## src/rtl/mult_share_sched.sv

```systemverilog
// Round-robin front end for one shared combinational multiplier.
// Each operation takes three states: IDLE (grant), ISSUE (multiply), RESP (drain).
module mult_share_sched #(
  parameter int WIDTH = 8,
  parameter int NREQ  = 4,
  localparam int IDW  = (NREQ > 1) ? $clog2(NREQ) : 1
) (
  input  logic                  clk,
  input  logic                  rst_n,
  input  logic [NREQ-1:0]       req_valid,
  output logic [NREQ-1:0]       req_ready,
  input  logic [NREQ*WIDTH-1:0] req_a,
  input  logic [NREQ*WIDTH-1:0] req_b,
  output logic [WIDTH-1:0]      mul_a,
  output logic [WIDTH-1:0]      mul_b,
  input  logic [2*WIDTH-1:0]    mul_product,
  output logic                  resp_valid,
  input  logic                  resp_ready,
  output logic [2*WIDTH-1:0]    resp_product,
  output logic [IDW-1:0]        resp_id,
  output logic                  busy
);

  typedef enum logic [1:0] {IDLE, ISSUE, RESP} state_e;

  state_e               state_q, state_d;
  logic [IDW-1:0]       rr_ptr_q;
  logic [WIDTH-1:0]     mul_a_q, mul_b_q;
  logic [2*WIDTH-1:0]   resp_product_q;
  logic [IDW-1:0]       resp_id_q;
  logic                 resp_valid_q;

  logic                 found;
  logic [IDW-1:0]       gnt_id;
  logic [IDW-1:0]       nxt_ptr;
  logic                 accept;
  int                   idx;

  // Priority scan starting at rr_ptr, wrapping modulo NREQ (NREQ need not be a power of two).
  always_comb begin
    found  = 1'b0;
    gnt_id = '0;
    idx    = 0;
    for (int k = 0; k < NREQ; k++) begin
      idx = int'(rr_ptr_q) + k;
      if (idx >= NREQ) idx = idx - NREQ;
      if (!found && req_valid[idx]) begin
        found  = 1'b1;
        gnt_id = IDW'(idx);
      end
    end
  end

  assign nxt_ptr = (gnt_id == IDW'(NREQ - 1)) ? '0 : gnt_id + IDW'(1);

  always_comb begin
    state_d   = state_q;
    req_ready = '0;
    accept    = 1'b0;
    case (state_q)
      IDLE: begin
        if (found) begin
          req_ready[gnt_id] = 1'b1;
          accept            = 1'b1;
          state_d           = ISSUE;
        end
      end
      ISSUE:   state_d = RESP;
      RESP:    if (resp_ready) state_d = IDLE;
      default: state_d = IDLE;
    endcase
  end

  always_ff @(posedge clk or negedge rst_n) begin
    if (!rst_n) begin
      state_q        <= IDLE;
      rr_ptr_q       <= '0;
      mul_a_q        <= '0;
      mul_b_q        <= '0;
      resp_product_q <= '0;
      resp_id_q      <= '0;
      resp_valid_q   <= 1'b0;
    end else begin
      state_q <= state_d;
      if (accept) begin
        mul_a_q   <= req_a[int'(gnt_id)*WIDTH +: WIDTH];
        mul_b_q   <= req_b[int'(gnt_id)*WIDTH +: WIDTH];
        resp_id_q <= gnt_id;
        rr_ptr_q  <= nxt_ptr;
      end
      if (state_q == ISSUE) begin
        resp_product_q <= mul_product;
        resp_valid_q   <= 1'b1;
      end else if (state_q == RESP && resp_ready) begin
        resp_valid_q <= 1'b0;
      end
    end
  end

  assign mul_a        = mul_a_q;
  assign mul_b        = mul_b_q;
  assign resp_product = resp_product_q;
  assign resp_id      = resp_id_q;
  assign resp_valid   = resp_valid_q;
  assign busy         = (state_q != IDLE);

endmodule

```

## config.mk

```make
export PLATFORM = sky130hd
export DESIGN_NAME = mult_share_sched
export DESIGN_NICKNAME = d
export VERILOG_FILES = /design/src/rtl/mult_share_sched.sv
export SDC_FILE = /design/constraint.sdc
export NUM_CORES = 1
export LEC_CHECK = 0
export ABC_AREA = 1
export CAP_MARGIN = 15
export CORE_ASPECT_RATIO = 0.5
export CORE_UTILIZATION = 68
export DETAILED_ROUTE_END_ITERATION = 12
export DONT_BUFFER_PORTS = 1
export GPL_ROUTABILITY_DRIVEN = 1
export PLACE_DENSITY_LB_ADDON = 0.25
export SLEW_MARGIN = 10
export SYNTH_ARGS = -nofsm -noshare
export SYNTH_HDL_FRONTEND = slang
export SYNTH_SLANG_ARGS = --single-unit
```

## constraint.sdc

```tcl
create_clock -name clk -period 3.3 [get_ports clk]
set_input_delay 0.66 -clock clk [delete_from_list [all_inputs] [get_ports clk]]
set_output_delay 0.66 -clock clk [all_outputs]
set_load 0.02 [all_outputs]
```

==> results.py <==
metrics = {
    "run_status": {
        "outcome": "complete, no violations",
    },
    "timing": {
        "fmax_ghz": 0.322,
        "grt_setup_unrepaired": "no",
        "finalCriticalPeriod_ns": 3.10,
        "final_hold_viol_count": 0,
        "worst_pin_slew_ns": 0.463,
        "drv_slew": 0,
        "slew_headroom_pct": 69.1,
        "setup_viol": 0,
        "skew_ns": 0.00770,
        "fin_crit_sh_pct": 94.0,
        "tns_ns": 0,
    },
    "critical_path": {
        "path_max_fanout": 11,
        "worst_setup_path_end_kind": "output port",
        "crit_required_ns": 2.64,
        "cp.arrival_ns": 2.44,
        "path_class": "reg2out",
        "startpoint_type": "flip-flop",
    },
    "die": {
        "start_util_pct": 75.1,
        "die_h_um": 43.8,
        "core_area_um2": 3170,
        "rows": 14,
        "io_pins": 127,
        "die_width_um": 85.7,
        "die-area_um2": 3760,
    },
    "cts": {
        "cts_tree": "yes",
        "clk_pin_slew_worst_paths_ns": 0.08,
        "insertion_delay_ns": 0.29,
        "numCtsBuffers": 5,
        "cts.sinks": 39,
        "post_cts_resized": 0,
        "cts_htree_levels": 2,
        "hold_buffers": 0,
        "cts_setup_buffers": 0,
        "clockBufferDepth": 2,
        "root_buffer": "clkbuf_8",
    },
    "global_routing": {
        "globalRouteTotalUtil_pct": 34.9,
        "grt_pass1_vias": 2214,
        "overflow": 0,
        "grt_pass1_wl_um": 9920,
        "grt_max_degree": 40,
        "antenna_found_initial": 0,
    },
    "synthesis": {
        "syn_inst": 338,
        "synth.distinct_cells": 21,
        "yosys.area_share.adder_pct": 0.525,
        "ys_ff_latch": 39,
        "synthMuxAreaShare_pct": 0,
        "seq_area_frac_synth_pct": 41.0,
        "yosys.area_share.simple_pct": 48.4,
        "syn_nets": 426,
        "syn_area_per_cell_um2": 7.04,
        "synth_compound_area_share_pct": 1.42,
        "yosys_warnings": 0,
        "synth_xor_area_share_pct": 0,
        "syn_area_um2": 2380,
        "synth_top_family_by_area": "simple AND/OR/NAND/NOR gates",
    },
    "placed_design": {
        "dp_cells": 376,
        "port_buffers": 0,
        "place_hpwl_um": 4360,
        "globalplace.congestion": 0.943,
        "placed_area_um2": 2390,
    },
    "power_and_ir_drop": {
        "leakagePower_nw": 1.31,
        "power_mw": 3.89,
        "ir_drop_mv": 0.705,
        "p_per_area_nw_per_um2": 1560,
    },
    "hold_path": {
        "hold_path.class": "in2async",
    },
    "route": {
        "num_vias": 2384,
        "drt_iter0_drc": 186,
        "drc": 0,
        "dr.pass1.iters": 6,
        "wirelength_um": 6220,
        "vias_per_cell": 6.22,
        "wl_per_cell_um": 16.2,
        "drtAntennaViolNets": 0,
    },
    "flow_run": {
        "max-cap-violations": 0,
    },
    "layout": {
        "final_cell_area_um2": 2500,
        "areaGrowthSynthToFinish_pct": 4.89,
        "drive_above_1_share_pct": 8.06,
        "layout.nets": 423,
        "final_cell_mix": "150 x nand2_1, 55 x nand3_1, 39 x dfrtp_1",
        "antennaDiodeCount": 0,
        "instances_no_fill": 383,
        "mostFrequentLayoutCell": "nand2_1",
        "fillers": 229,
    },
}
==> final timing paths <==
| kind | start | end | slack (ns) | cells after the start |
|---|---|---|---|---|
| max in group asynchronous | rst_n | mul_a[5] | 3.15 | 0 |
| worst min register to register | state_q[0] | state_q[1] | 0.60 | 3 |
| worst max-delay path | rr_ptr_q[0] | req_ready[3] | 0.20 | 12 |
| min in group clk | resp_ready | state_q[1] | 0.47 | 1 |
| worst max register to register | rr_ptr_q[0] | mul_a[5] | 0.82 | 12 |
| worst min-delay path | rst_n | rr_ptr_q[0] | 0.06 | 0 |
==> Yosys cell counts, drive strengths merged <==
| library cell | count | share of area (%) |
|---|---|---|
| a31oi | 1 | 0.26 |
| buf | 20 | 5.6 |
| clkbuf | 2 | 0.32 |
| clkinv | 1 | 0.16 |
| dfrtp | 39 | 41 |
| ha | 1 | 0.53 |
| inv | 16 | 2.6 |
| nand2 | 152 | 24 |
| nand3 | 59 | 14 |
| nand4 | 32 | 8.4 |
| nor2 | 9 | 1.7 |
| nor3 | 1 | 0.21 |
| o21a | 1 | 0.32 |
| o21ai | 4 | 0.84 |
==> kinds of logic after synthesis <==
| logic type | after synthesis |
|---|---|
| AO/OA/AOI/OAI | 6 |
| adder cells (fa/ha/maj) | 1 |
| buffers and inverters | 39 |
| flip-flops | 39 |
| AND/OR/NAND/NOR | 253 |
==> routing by layer <==
metal | wire (µm) | vias to the layer above | GRT usage [%]
met2 | 3070 | 151 | 61.3
met4 | 92 | 0 | 12.3
met1 | 2430 | 1101 | 41.9
li1 | - | 1114 | -
met5 | 0 | - | 0
met3 | 632 | 18 | 10.9
==> flip-flops by register name, summed over array words and instances (netlist names) <==
| signal | count |
|---|---|
| resp_id | 2 |
| rr_ptr_q | 2 |
| mul_a | 8 |
| state_q | 2 |
| mul_b | 8 |
| resp_valid | 1 |
| resp_product | 16 |
==> stage by stage <==
stage                     setup WS, ns  hold WS [ns]  util [%]
final                            0.199        0.0556      78.8
after global routing            0.0356        0.0349      78.8
after CTS                        0.251        0.0482      78.8
after detailed placement         0.535         0.365      75.4
after global placement           0.658         0.365      75.4
after floorplan                  0.638         0.364         -
==> final cells by class <==
class | instances | area [µm²] | share of cell area [%]
multi-input cells | 260 | 1200 | 48.0
flip-flops and latches | 39 | 976 | 39.1
repair buffers | 12 | 90.1 | 3.61
clock buffers | 5 | 68.8 | 2.76
inverters | 17 | 66.3 | 2.66
well taps | 48 | 60.1 | 2.40
clock inverters | 2 | 37.5 | 1.50
==> power breakdown <==
part           switching, mW  total, mW  internal [mW]
sequential             0.464       1.20          0.733
combinational           1.55       2.30          0.753
clock                  0.173      0.394          0.221
total                   2.18       3.89           1.71
==> worst max-delay path, cell delays in order (launching register included) <==
cell and delay [ns]:
dfrtp_1 0.54, inv_4 0.18, nand2_1 0.09, nand3_1 0.11
nand2_1 0.13, nor2_4 0.17, nand3_4 0.17, nand3_4 0.19
inv_1 0.09, ha_1 0.20, inv_1 0.06, nor2_1 0.05
buf_4 0.16
Note: power is estimated with default switching activity, not from simulation.
